--- src/rtl/instr_fetch_unit_pkg.sv ---
// Shared fetch-stage definitions: FSM state encoding and instruction constants
// used by fetch, decode and the PC.
package instr_fetch_unit_pkg;

    typedef enum logic [1:0] {
        IDLE  = 2'd0,
        FETCH = 2'd1,
        HOLD  = 2'd2
    } fetch_state_e;

    localparam logic [31:0] NOP_INSTR   = 32'h0000_0013;
    localparam logic [31:0] ECALL_INSTR = 32'h0000_0073;

    // An ECALL or an all-zero word marks the end of the program image.
    function automatic logic is_end_word(input logic [31:0] w);
        return (w == ECALL_INSTR) || (w == 32'h0000_0000);
    endfunction

endpackage

--- src/rtl/instr_fetch_unit_if.sv ---
// Bundle of PC, ROM and decode signals around the fetch unit.
// The slave modport is the fetch unit itself; master is its environment.
interface instr_fetch_unit_if #(
    parameter int ADDR_W = 8
);
    logic [ADDR_W-1:0] pc_addr;
    logic              pc_valid;
    logic              pc_ready;
    logic              flush;
    logic              mem_rd_en;
    logic [ADDR_W-1:0] mem_addr;
    logic [7:0]        mem_rdata;
    logic [31:0]       instr;
    logic [ADDR_W-1:0] instr_pc;
    logic              instr_valid;
    logic              instr_ready;
    logic              addr_err;
    logic              program_finished;

    modport master (
        output pc_addr, pc_valid, flush, mem_rdata, instr_ready,
        input  pc_ready, mem_rd_en, mem_addr, instr, instr_pc,
               instr_valid, addr_err, program_finished
    );

    modport slave (
        input  pc_addr, pc_valid, flush, mem_rdata, instr_ready,
        output pc_ready, mem_rd_en, mem_addr, instr, instr_pc,
               instr_valid, addr_err, program_finished
    );

endinterface

--- src/rtl/instr_fetch_unit_byte_assembler.sv ---
// Collects four ROM bytes, least significant first, into a 32-bit word and
// pulses done_o on the edge that captures the last byte.
module ifu_byte_assembler (
    input  logic        clk,
    input  logic        rst,
    input  logic        clr_i,
    input  logic        cap_en_i,
    input  logic [7:0]  rdata_i,
    output logic [31:0] word_o,
    output logic        done_o
);

    logic [1:0]  cnt_q;
    logic [31:0] word_q;
    logic [31:0] word_d;

    // word_o exposes the word including the byte arriving this cycle, so the
    // caller sees the complete instruction on the done edge.
    always_comb begin
        word_d = word_q;
        if (cap_en_i) begin
            word_d[{cnt_q, 3'b000} +: 8] = rdata_i;
        end
    end

    always_ff @(posedge clk or posedge rst) begin
        if (rst) begin
            cnt_q <= 2'd0;
        end else if (clr_i) begin
            cnt_q <= 2'd0;
        end else if (cap_en_i) begin
            cnt_q <= cnt_q + 2'd1;
        end
    end

    always_ff @(posedge clk) begin
        word_q <= word_d;
    end

    assign word_o = word_d;
    assign done_o = cap_en_i && (cnt_q == 2'd3);

endmodule

--- src/rtl/instr_fetch_unit.sv ---
// Fetch stage: reads four bytes from a byte-wide synchronous ROM, presents the
// little-endian word to decode and raises a sticky end-of-program flag.
module instr_fetch_unit
    import instr_fetch_unit_pkg::*;
#(
    parameter int ADDR_W    = 8,
    parameter int MEM_BYTES = 128
) (
    input  logic              clk,
    input  logic              rst,
    instr_fetch_unit_if.slave bus
);

    fetch_state_e      state_q;
    logic [1:0]        k_q;
    logic              rd_en_q;
    logic              rd_pend_q;
    logic [ADDR_W-1:0] addr_q;
    logic [ADDR_W-1:0] instr_pc_q;
    logic [31:0]       instr_q;
    logic              valid_q;
    logic              err_q;
    logic              pf_q;

    logic              accept;
    logic              bad_addr;
    logic              asm_clr;
    logic              asm_cap;
    logic [31:0]       asm_word;
    logic              asm_done;

    assign accept   = (state_q == IDLE) && !pf_q && bus.pc_valid && !bus.flush;
    assign bad_addr = (bus.pc_addr[1:0] != 2'b00) ||
                      (int'(bus.pc_addr) > MEM_BYTES - 4);

    // A flush also suppresses the byte returning from the ROM this cycle.
    assign asm_clr = (state_q != FETCH) || bus.flush;
    assign asm_cap = rd_pend_q && (state_q == FETCH) && !bus.flush;

    ifu_byte_assembler u_asm (
        .clk      (clk),
        .rst      (rst),
        .clr_i    (asm_clr),
        .cap_en_i (asm_cap),
        .rdata_i  (bus.mem_rdata),
        .word_o   (asm_word),
        .done_o   (asm_done)
    );

    always_ff @(posedge clk or posedge rst) begin
        if (rst) begin
            state_q    <= IDLE;
            k_q        <= 2'd0;
            rd_en_q    <= 1'b0;
            rd_pend_q  <= 1'b0;
            addr_q     <= '0;
            instr_pc_q <= '0;
            instr_q    <= 32'h0;
            valid_q    <= 1'b0;
            err_q      <= 1'b0;
            pf_q       <= 1'b0;
        end else begin
            rd_pend_q <= rd_en_q && !bus.flush;
            unique case (state_q)
                IDLE: begin
                    if (accept) begin
                        instr_pc_q <= bus.pc_addr;
                        if (bad_addr) begin
                            state_q <= HOLD;
                            instr_q <= NOP_INSTR;
                            err_q   <= 1'b1;
                            valid_q <= 1'b1;
                        end else begin
                            state_q <= FETCH;
                            rd_en_q <= 1'b1;
                            addr_q  <= bus.pc_addr;
                            k_q     <= 2'd1;
                        end
                    end
                end
                FETCH: begin
                    if (bus.flush) begin
                        state_q <= IDLE;
                        rd_en_q <= 1'b0;
                    end else begin
                        // k_q wrapping back to 0 means all four reads are out.
                        if (rd_en_q) begin
                            if (k_q == 2'd0) begin
                                rd_en_q <= 1'b0;
                            end else begin
                                addr_q <= instr_pc_q + ADDR_W'(k_q);
                                k_q    <= k_q + 2'd1;
                            end
                        end
                        if (asm_done) begin
                            state_q <= HOLD;
                            instr_q <= asm_word;
                            valid_q <= 1'b1;
                            err_q   <= 1'b0;
                            if (is_end_word(asm_word)) begin
                                pf_q <= 1'b1;
                            end
                        end
                    end
                end
                HOLD: begin
                    if (bus.flush || bus.instr_ready) begin
                        state_q <= IDLE;
                        valid_q <= 1'b0;
                        err_q   <= 1'b0;
                    end
                end
                default: state_q <= IDLE;
            endcase
        end
    end

    assign bus.pc_ready         = (state_q == IDLE) && !pf_q;
    assign bus.mem_rd_en        = rd_en_q;
    assign bus.mem_addr         = addr_q;
    assign bus.instr            = instr_q;
    assign bus.instr_pc         = instr_pc_q;
    assign bus.instr_valid      = valid_q;
    assign bus.addr_err         = err_q;
    assign bus.program_finished = pf_q;

endmodule

--- src/flat_wrapper.sv ---
// flat-port wrapper written by rule: the top's interface ports become plain ports
module instr_fetch_unit_flat import instr_fetch_unit_pkg::*;
#(
    parameter int ADDR_W    = 8,
    parameter int MEM_BYTES = 128
)
  (clk, rst, bus_pc_addr, bus_pc_valid, bus_flush, bus_mem_rdata, bus_instr_ready, bus_pc_ready, bus_mem_rd_en, bus_mem_addr, bus_instr, bus_instr_pc, bus_instr_valid, bus_addr_err, bus_program_finished);
  instr_fetch_unit_if #(.ADDR_W(ADDR_W)) bus_i ();
  input  logic clk;
  input  logic rst;
  input wire logic [$bits(bus_i.pc_addr)-1:0] bus_pc_addr;
  input wire logic [$bits(bus_i.pc_valid)-1:0] bus_pc_valid;
  input wire logic [$bits(bus_i.flush)-1:0] bus_flush;
  input wire logic [$bits(bus_i.mem_rdata)-1:0] bus_mem_rdata;
  input wire logic [$bits(bus_i.instr_ready)-1:0] bus_instr_ready;
  output wire logic [$bits(bus_i.pc_ready)-1:0] bus_pc_ready;
  output wire logic [$bits(bus_i.mem_rd_en)-1:0] bus_mem_rd_en;
  output wire logic [$bits(bus_i.mem_addr)-1:0] bus_mem_addr;
  output wire logic [$bits(bus_i.instr)-1:0] bus_instr;
  output wire logic [$bits(bus_i.instr_pc)-1:0] bus_instr_pc;
  output wire logic [$bits(bus_i.instr_valid)-1:0] bus_instr_valid;
  output wire logic [$bits(bus_i.addr_err)-1:0] bus_addr_err;
  output wire logic [$bits(bus_i.program_finished)-1:0] bus_program_finished;
  assign bus_i.pc_addr = bus_pc_addr;
  assign bus_i.pc_valid = bus_pc_valid;
  assign bus_i.flush = bus_flush;
  assign bus_i.mem_rdata = bus_mem_rdata;
  assign bus_i.instr_ready = bus_instr_ready;
  assign bus_pc_ready = bus_i.pc_ready;
  assign bus_mem_rd_en = bus_i.mem_rd_en;
  assign bus_mem_addr = bus_i.mem_addr;
  assign bus_instr = bus_i.instr;
  assign bus_instr_pc = bus_i.instr_pc;
  assign bus_instr_valid = bus_i.instr_valid;
  assign bus_addr_err = bus_i.addr_err;
  assign bus_program_finished = bus_i.program_finished;
  instr_fetch_unit #(.ADDR_W(ADDR_W), .MEM_BYTES(MEM_BYTES)) u_core (.clk(clk), .rst(rst), .bus(bus_i));
endmodule
--- config.mk ---
export PLATFORM = sky130hd
export DESIGN_NAME = instr_fetch_unit_flat
export DESIGN_NICKNAME = d
export VERILOG_FILES = /design/src/rtl/instr_fetch_unit_pkg.sv /design/src/rtl/instr_fetch_unit_if.sv /design/src/rtl/instr_fetch_unit_byte_assembler.sv /design/src/rtl/instr_fetch_unit.sv /design/src/flat_wrapper.sv
export SDC_FILE = /design/constraint.sdc
export NUM_CORES = 1
export LEC_CHECK = 0
export CAP_MARGIN = 25
export CORE_MARGIN = 5
export CORE_UTILIZATION = 53
export CTS_CLUSTER_SIZE = 28
export DETAILED_ROUTE_END_ITERATION = 10
export GPL_TIMING_DRIVEN = 0
export PLACE_DENSITY = 0.8
export REMOVE_ABC_BUFFERS = 1
export SETUP_SLACK_MARGIN = 0.3
export SYNTH_ARGS = -nofsm -noshare
export SYNTH_HDL_FRONTEND = slang
export SYNTH_HIERARCHICAL = 1
export SYNTH_SLANG_ARGS = --single-unit
--- constraint.sdc ---
create_clock -name clk -period 2.8 [get_ports clk]
set_input_delay 0.7 -clock clk [delete_from_list [all_inputs] [get_ports clk]]
set_output_delay 0.7 -clock clk [all_outputs]
set_load 0.05 [all_outputs]
## Word-level counts from Yosys, hierarchy flattened

Index checks and enable logic that the tools add are counted.

| storage, ports and cells | value |
|---|---|
| register bits | 91 |
| input port bits | 21 |
| output and inout bits | 53 |
| logic and storage cells | 103 |

| cells by class | value |
|---|---|
| add/sub/neg operators | 4 |
| order comparisons | 1 |
| equal/unequal tests | 14 |
| shift operators | 2 |
| multiplexer cells | 42 |
| bitwise logic cells | 1 |
| reductions and logical operators | 27 |

Operators with widths:

| operator | count |
|---|---|
| 2-to-1 mux 32 bit | 5 |
| case mux 32 bit (2 select lines) | 1 |
| 2-to-1 mux 8 bit | 5 |
| bitwise mux 32 bit | 1 |
| == test 32 x 7 -> 1 bit (second input constant) | 1 |
| logical NOT 32 bit | 1 |
| variable shift 8 x 7 -> 32 bit (first input constant) | 1 |
| indexed part select 8 x 7 -> 32 bit | 1 |
| 2-to-1 mux 2 bit | 12 |
| case mux 8 bit (2 select lines) | 1 |
| 2-to-1 mux 1 bit | 12 |
| inequality test 2 x 1 -> 1 bit (second input constant) | 6 |
| AND reduction 6 bit | 2 |
| adder 8 x 2 -> 8 bit | 1 |
| > comparator 8 x 7 -> 1 bit (second input constant) | 1 |
| logical AND 1 bit | 7 |
| negator 5 -> 7 bit | 1 |
| inequality test 2 bit (second input constant) | 3 |
| case mux 1 bit (3 select lines) | 2 |
| case mux 2 bit (3 select lines) | 1 |
| AND reduction 3 bit | 2 |
| nonzero test 2 bit | 3 |
| AND reduction 5 bit | 1 |
| adder 2 x 1 -> 2 bit (second input constant) | 2 |
| 12 further kinds | 18 |

## Logic depth before layout (Yosys ltp)

Gate-level depths: netlist of run 1.

| logic depth | value |
|---|---|
| depth after elaboration | 7 |
| depth in mapped cells | 13 |
| mapped depth without buffers | 10 |

## By module

Netlist of run 1, hierarchy kept.

Modules (own cells, without submodules):

| module | instances | cells each | area each (µm²) | seq. area each (µm²) |
|---|---|---|---|---|
| instr_fetch_unit | 1 | 284 | 2895.3 | 1426.4 |
| ifu_byte_assembler | 1 | 118 | 1353.8 | 690.7 |

## Worst setup path after synthesis of run 1

Ideal clock, no wire load.

| path | value |
|---|---|
| path kind | reg2reg |
| start point | register u_core.state_q[1] |
| end point | register u_core.instr_q[0], in the netlist u_core/bus.instr[0] |
| setup time | 0.128 ns |
| arrival time | 2.385 ns |
| required time | 2.672 ns |
| path slack | 0.287 ns |
| stages on the path, launching flop included | 14 |
| path buffers | 3 |
| period minus slack after synthesis | 2.513 ns |
| path through | dfrtp_1 inv_1 ha_1 buf_2 nor2b_1 and2_1 buf_6 nand2_1 inv_1 inv_1 o21ai_0 o21ai_2 buf_6 mux2_1 |

| between the ends | value |
|---|---|
| elaborated cells between the ends (all ways) | 18 |
| those cells by class | eq/ne: 5; mux: 4; reduce/logical: 9 |

RTL lines:

| element | RTL line | text |
|---|---|---|
| start: declaration | instr_fetch_unit.sv:14 | `fetch_state_e state_q;` |
| start signal: assignment | instr_fetch_unit.sv:52 | `state_q <= IDLE;` |
| start signal: assignment | instr_fetch_unit.sv:69 | `state_q <= HOLD;` |
| start signal: assignment | instr_fetch_unit.sv:74 | `state_q <= FETCH;` |
| == test 2 x 1 -> 1 bit | instr_fetch_unit.sv:38 | `assign asm_cap = rd_pend_q && (state_q == FETCH) && !bus.flush;` |
| logical AND 1 bit (2 in series) | instr_fetch_unit.sv:38 |  |
| via u_core.asm_cap | instr_fetch_unit.sv:28 | `logic asm_cap;` |
| logical AND 1 bit | instr_fetch_unit_byte_assembler.sv:41 | `assign done_o = cap_en_i && (cnt_q == 2'd3);` |
| via u_core.asm_done | instr_fetch_unit.sv:30 | `logic asm_done;` |
| inequality test 2 x 1 -> 1 bit (no line) | n/a |  |
| AND reduction 5 bit (no line) | n/a |  |
| end signal: assignment | instr_fetch_unit.sv:97 | `instr_q <= asm_word;` |
| end: declaration | instr_fetch_unit.sv:20 | `logic [31:0] instr_q;` |

The timed path passes the listed nets, and every way through them passes these cells. The select of a mux whose other input is x is not followed.
A chain may end at the register's enable or synchronous reset.

## Final worst setup path of run 1

| path | value |
|---|---|
| start point | input bus_flush |
| end point | register u_core.pf_q, in the netlist u_core/bus.program_finished |

| between the ends | value |
|---|---|
| cells in the longest elaborated chain, start to end | 6 |
| elaborated cells between the ends (all ways) | 9 |
| those cells by class | eq/ne: 1; mux: 1; bitwise: 1; reduce/logical: 6 |

RTL lines:

| element | RTL line | text |
|---|---|---|
| start: declaration | flat_wrapper.sv:13 | `input wire logic [$bits(bus_i.flush)-1:0] bus_flush;` |
| logical NOT 1 bit (*) | instr_fetch_unit.sv:38 |  |
| logical AND 1 bit (*) | instr_fetch_unit.sv:38 |  |
| via u_core.asm_cap | instr_fetch_unit.sv:28 |  |
| 2-to-1 mux 32 bit (*) | instr_fetch_unit_byte_assembler.sv:21 | `if (cap_en_i) begin` |
| via u_core.asm_word[25] | instr_fetch_unit.sv:29 | `logic [31:0] asm_word;` |
| == test 32 x 7 -> 1 bit or logical NOT 32 bit (tied branches) | instr_fetch_unit_pkg.sv:16 | `return (w == ECALL_INSTR) \|\| (w == 32'h0000_0000);` |
| logical OR 1 bit (*) | instr_fetch_unit_pkg.sv:16 |  |
| AND reduction 4 bit (no line) (*) | n/a |  |
| end signal: assignment | instr_fetch_unit.sv:61 | `pf_q <= 1'b0;` |
| end signal: assignment | instr_fetch_unit.sv:101 | `pf_q <= 1'b1;` |
| end: declaration | instr_fetch_unit.sv:23 | `logic pf_q;` |

The timed path passes the listed nets; every way through them passes the cells marked *.

==> results of run 1 <==
## sequential cells by signal, indices dropped and copies added, names as in the netlist
name and count:
u_core/bus.mem_rd_en 1, u_core/bus.mem_addr 8, u_core/k_q 2, u_core/bus.addr_err 1, u_core/bus.program_finished 1, u_core/bus.instr 32, u_core/rd_pend_q 1, u_core/bus.instr_valid 1
u_core/u_asm/cnt_q 2, u_core/bus.instr_pc 8, u_core/state_q 2, u_core/u_asm/word_q 32
## layout by cell type, fill, tap and decap left out, types with 3 or more instances in the layout
cell type and instances:
a21oi_1 8, a32o_1 22, buf_4 6, bufinv_16 3, clkbuf_8 10, clkdlybuf4s50_1 71, dfrtp_1 58, dfxtp_1 32
ha_1 10, inv_1 47, mux2_2 8, mux2i_1 34, nand2_1 39, nand2_2 4, nand2b_1 3, nand3_1 10
nor2_1 9, nor2b_1 11, nor3_1 6, nor4_1 3, nor4_2 3, o21ai_0 13, o2bb2ai_1 8, o31ai_1 4
## final timing paths
check	to	slack (ns)	cells past startpoint
max	u_core/bus.program_finished	0.29	9
min	u_core/bus.mem_addr[1]	0.51	1
max reg2reg	u_core/bus.program_finished	0.31	9
min reg2reg	u_core/bus.mem_addr[1]	0.51	1
max in group asynchronous	u_core/bus.mem_addr[4]	1.53	3
min in group asynchronous	u_core/u_asm/cnt_q[1]	0.54	2
## layout make-up
type	instances	area [µm²]
clock buffers	11	141.4
multi-input cells	241	1906
repair buffers	84	864.6
flip-flops and latches	91	2118
clock inverters	5	100.1
well taps	102	127.6
fillers	586	2326
inverters	49	183.9
## cell families after synthesis
family,synth area share
and+or+nand+nor,0.1396
DFF,0.4982
buffers and inverters,0.07626
AOI/OAI and AO/OA,0.1266
muxes,0.1110
adders and majority gates,0.04005
xor gates and xnor gates,0.008247
## critical path: stages
cell             delay [ns]
clkdlybuf4s15_1        0.33
nor2b_4                0.10
and2_4                 0.19
and4bb_2               0.32
a32o_1                 0.33
nor4_2                 0.33
nand4_1                0.19
nor2_2                 0.17
a21o_1                 0.13
## power breakdown
group / internal [W] / switching, W / leakage (nW)
clock network: 0.000615 / 0.000455 / 0.123
registers: 0.00152 / 0.000160 / 1.02
logic: 0.000691 / 0.00111 / 1.20
total: 0.00283 / 0.00173 / 2.35
## per-layer routing
metal | up-vias | routed length [µm]
li1 | 1535 | -
met1 | 1603 | 4359
met2 | 117 | 4929
met3 | 24 | 654
met4 | 0 | 240
met5 | - | 0
## per-stage QoR
step / power, W / cell area (µm²) / setup TNS (ns) / hold slack (ns) / util
floorplan: 0.002889 / 4109 / -27.25 / 0.4412 / -
global placement: 0.003416 / 4967 / -116.37 / 0.4743 / 0.6395
detailed placement: 0.003458 / 5025 / -51.31 / 0.4820 / 0.6469
CTS: 0.004589 / 5424 / 0 / 0.5097 / 0.6983
global route: 0.004784 / 5441 / 0 / 0.5290 / 0.7005
finish: 0.004560 / 5441 / 0 / 0.5123 / 0.7005
## what timing repair did
action                                  CTS  global route
gates resized for setup                  21            10
setup buffers                             9             0
pin swaps                                 1             2
endpoints found under the hold margin     0             0
endpoints found under the setup margin   83            23
==> flow_summary.toml, run 1 <==
[status]
status = "finished, final reports clean"

[worst_setup_path]
crit_start = "bus_flush"
crit_type = "input pin to register"
worstPathArrival_ns = 2.81
worstReg2RegStart = "u_core/state_q[0]"
required_ns = 3.10
end_kind = "register"
cp_max_fo = 10
worst_setup_path_start_kind = "input pin"

[logic_synthesis]
ys_ff_latch = 91
yosys_warnings = 6
seq_area_frac_synth = 0.4982
synth_cell_types = 53
synth_ff_type = "dfrtp_1"
avgSynthCellArea_um2 = 10.57
synth_edf_count = 0
async_flop_share = 0.6484
yosys.area.top_type = "dfrtp_1"
synthCells = 402
synthTopCellsByArea = "dfrtp_1 (35%), dfxtp_1 (15%), mux2i_1 (8.0%)"
netlist_area_um2 = 4249
yosysMostFrequentCell = "dfrtp_1"
yosysTopAreaCellShare = 0.3475
yosys-top-cells-count = "dfrtp_1 (59), inv_1 (49), nand2_1 (43), mux2i_1 (34), dfxtp_1 (32)"

[route]
dr_total_vias = 3279
ant_nets = 0
drc_errors = 0
drt-total-wl_um = 10180
avgRoutedWirePerCell_um = 17.47
vias_per_cell = 5.624
first_pass_iters = 5
drtIter0Drc = 141

[global_route]
grt_pass1_vias = 3391
use_met2 = 0.3507
gr-usage-all-layers = 0.2138
grt_pass1_wl_um = 16930
grt_max_degree = 38
grt.busiest_layer = "met2"
antenna_found_initial = 0
met1_usage = 0.2781
overflow = 0
met3_usage = 0.04208

[clock_tree]
cts_tree = "yes"
cts_inserted_buffers = 9
clk_latency_ns = 0.36
cts.clk_slew.worst_paths_ns = 0.08
h-tree-depth = 3
cts_sinks = 91
cts_root_buf = "clkbuf_8"
hold_buffers = 0
cts_buffer_depth = 2

[layout]
nets = 510
num_antenna_cells = 0
drive_above_1_share = 0.1310
syn2layout_area_growth_pct = 28.06
finalNonFillerCells = 583

[power]
p_leak_nw = 2.351
power.density_nw_per_um2 = 838.0
irDropWorstVdd_v = 0.0007813

[placement]
port_buffers = 73
dp_cells = 558
dpl_worst_slack_ns = -1.263
dpl.hpwl_um = 6597
place_congestion = 0.8860

[timing]
max-slew-margin-rel = 0.6437
fmaxAchievable_mhz = 398.9
finalSetupViolations = 0
drv_slew = 0
finClkSkew_ns = 0.007255
period_minus_slack_ns = 2.507
hold_violations = 0
period_share = 0.8954
worst_slack_ns = 0.2930
rsz0062_at_grt = "yes"
tightest_slew_ns = 0.5328

[floorplanning]
die-area_um2 = 9908
fp-row-count = 32
io_pins = 74
core_area_um2 = 7767
start_util = 0.5470
die_w_um = 99.54
die_h_um = 99.54

[min_path]
worstHoldPathType = "register to register"
min_from = "u_core/bus.mem_addr[1]"

[flow_run]
max_cap_violations = 0
No activity file was read; power rests on OpenSTA's default activity.
==> run 2, diff against run 1 <==
- CORE_UTILIZATION: 53 -> 35
- PLACE_DENSITY: 0.8 -> not set
==> run 2 against run 1 <==
Net effect: first-iteration DRC count grew 4.3%; critical path depth down 1; total power up 6.1%; sequential power hardly changed; core utilization fell by 23 points; register-to-register slack better by 0.03 ns.
==> flow_summary.toml, run 2 (synthesis gave the netlist of run 1 again) <==
[timing]
worst_slack_ns = 0.3273
fmaxAchievable_mhz = 404.4
finClkSkew_ns = 0.01134
hold_violations = 0
max-slew-margin-rel = 0.5838
fin_hold_ws_ns = 0.4987
rsz0062_at_grt = "yes"
period_minus_slack_ns = 2.473
tightest_slew_ns = 0.6234
drv_slew = 0
finalSetupViolations = 0
period_share = 0.8831

[floorplanning]
die_h_um = 120.2
die_w_um = 120.2
die-area_um2 = 14440
start_util = 0.3552
fp-row-count = 40
io_pins = 74
core_area_um2 = 11960

[status]
status = "finished, final reports clean"

[route]
vias_per_cell = 5.052
first_pass_iters = 4
avgRoutedWirePerCell_um = 16.50
drt-total-wl_um = 10380
drc_errors = 0
drtIter0Drc = 147
ant_nets = 0
dr_total_vias = 3178

[power]
p_leak_nw = 2.383
power.density_nw_per_um2 = 867.7
irDropWorstVdd_v = 0.0006278

[worst_setup_path]
worst_setup_path_start_kind = "input pin"
path_buf_inv = 1
crit_type = "input pin to register"
cp_max_fo = 14
crit_chain = "clkdlybuf4s15_1, nor2b_4, and2_4, nand2_2, o2bb2ai_1, or4_1, o21ai_1, a21o_1"
worstPathArrival_ns = 2.75
crit_family = "simple AND/OR/NAND/NOR gates"
required_ns = 3.07
end_kind = "register"
crit_path_max_incr_delay_ns = 0.54
cp_slowest_cell = "or4_1"

[flow_run]
max_cap_violations = 0

[clock_tree]
clk_latency_ns = 0.34
cts_tree = "yes"
cts_sinks = 91
cts.clk_slew.worst_paths_ns = 0.06
hold_buffers = 0
cts_root_buf = "clkbuf_16"
cts_inserted_buffers = 9
h-tree-depth = 3
cts_buffer_depth = 2

[placement]
dpl.hpwl_um = 7298
dpl_worst_slack_ns = -1.416
place_congestion = 0.8362
port_buffers = 73

[global_route]
overflow = 0
grt_max_degree = 32
gr-usage-all-layers = 0.1502
antenna_found_initial = 0
grt_pass1_wl_um = 17280
grt_pass1_vias = 3365

[layout]
syn2layout_area_growth_pct = 31.18
num_antenna_cells = 0
final_cell_mix = "clkdlybuf4s50_1 (71), dfrtp_1 (58), inv_1 (48), nand2_1 (39), mux2i_1 (34)"
final_common_cell = "clkdlybuf4s50_1"
nets = 511
drive_above_1_share = 0.1224

[min_path]
worstHoldPathType = "register to register"
## run 2: metal layers
metal | part of all wire | vias up | track usage
met5 | 0 | - | 0
met4 | 0.017 | 0 | 0.05655
met3 | 0.067 | 15 | 0.04022
met2 | 0.46 | 98 | 0.2374
met1 | 0.45 | 1521 | 0.1972
li1 | - | 1544 | -
## run 2: final timing paths
kind                                        startpoint                          end  slack [ns]  depth (start not counted)
worst min-delay path            u_core/u_asm/word_q[1]       u_core/u_asm/word_q[1]        0.50                          1
min in group asynchronous                          rst        u_core/u_asm/cnt_q[1]        0.59                          2
max in group asynchronous                          rst  u_core/bus.program_finished        1.40                          3
worst max register to register       u_core/state_q[1]  u_core/bus.program_finished        0.34                          9
worst min register to register  u_core/u_asm/word_q[1]       u_core/u_asm/word_q[1]        0.50                          1
worst max-delay path                         bus_flush  u_core/bus.program_finished        0.33                          8
## run 2: area by class of cell
cell class | instances | area, µm²
fill | 1158 | 6387
sequential | 91 | 2118
multi-input combinational | 241 | 1886
timing repair buffer | 85 | 872.1
clock buffer | 12 | 256.5
inverter | 49 | 183.9
tap | 147 | 183.9
clock inverter | 4 | 73.82
## run 2: where the power goes
part | internal, W | switching [W] | total (W)
Clock | 0.000832 | 0.000495 | 0.00133
Combinational | 0.000690 | 0.00112 | 0.00181
Sequential | 0.00153 | 0.000169 | 0.00170
## run 2: timing repair
item	4_1_cts	5_1_grt
buffers inserted	10	0
resized for setup	22	5
gates cloned	0	0
hold endpoints to repair	0	0
pin swaps	1	0
endpoints found under the setup margin	83	31
## run 2: through the flow
| stage | power (W) | setup TNS [ns] | area, µm² | cells | util |
|---|---|---|---|---|---|
| final | 0.004837 | 0 | 5574 | 629 | 0.4660 |
| after global routing | 0.005084 | 0 | 5574 | 629 | 0.4660 |
| after CTS | 0.004901 | 0 | 5572 | 629 | 0.4658 |
| after detailed placement | 0.003495 | -59.48 | 5081 | 603 | 0.4248 |
| after global placement | 0.003459 | -126.38 | 5024 | 601 | 0.4200 |
| after floorplan | 0.002889 | -27.25 | 4109 | 381 | - |
## run 2: worst register-to-register path, delay by kind of cell (launching register included)
kind | cells | cell delay [ns]
AOI/OAI and AO/OA | 3 | 0.51
adders and majority gates | 1 | 0.15
buffers and inverters | 1 | 0.13
DFF | 1 | 0.42
and+or+nand+nor | 4 | 1.17
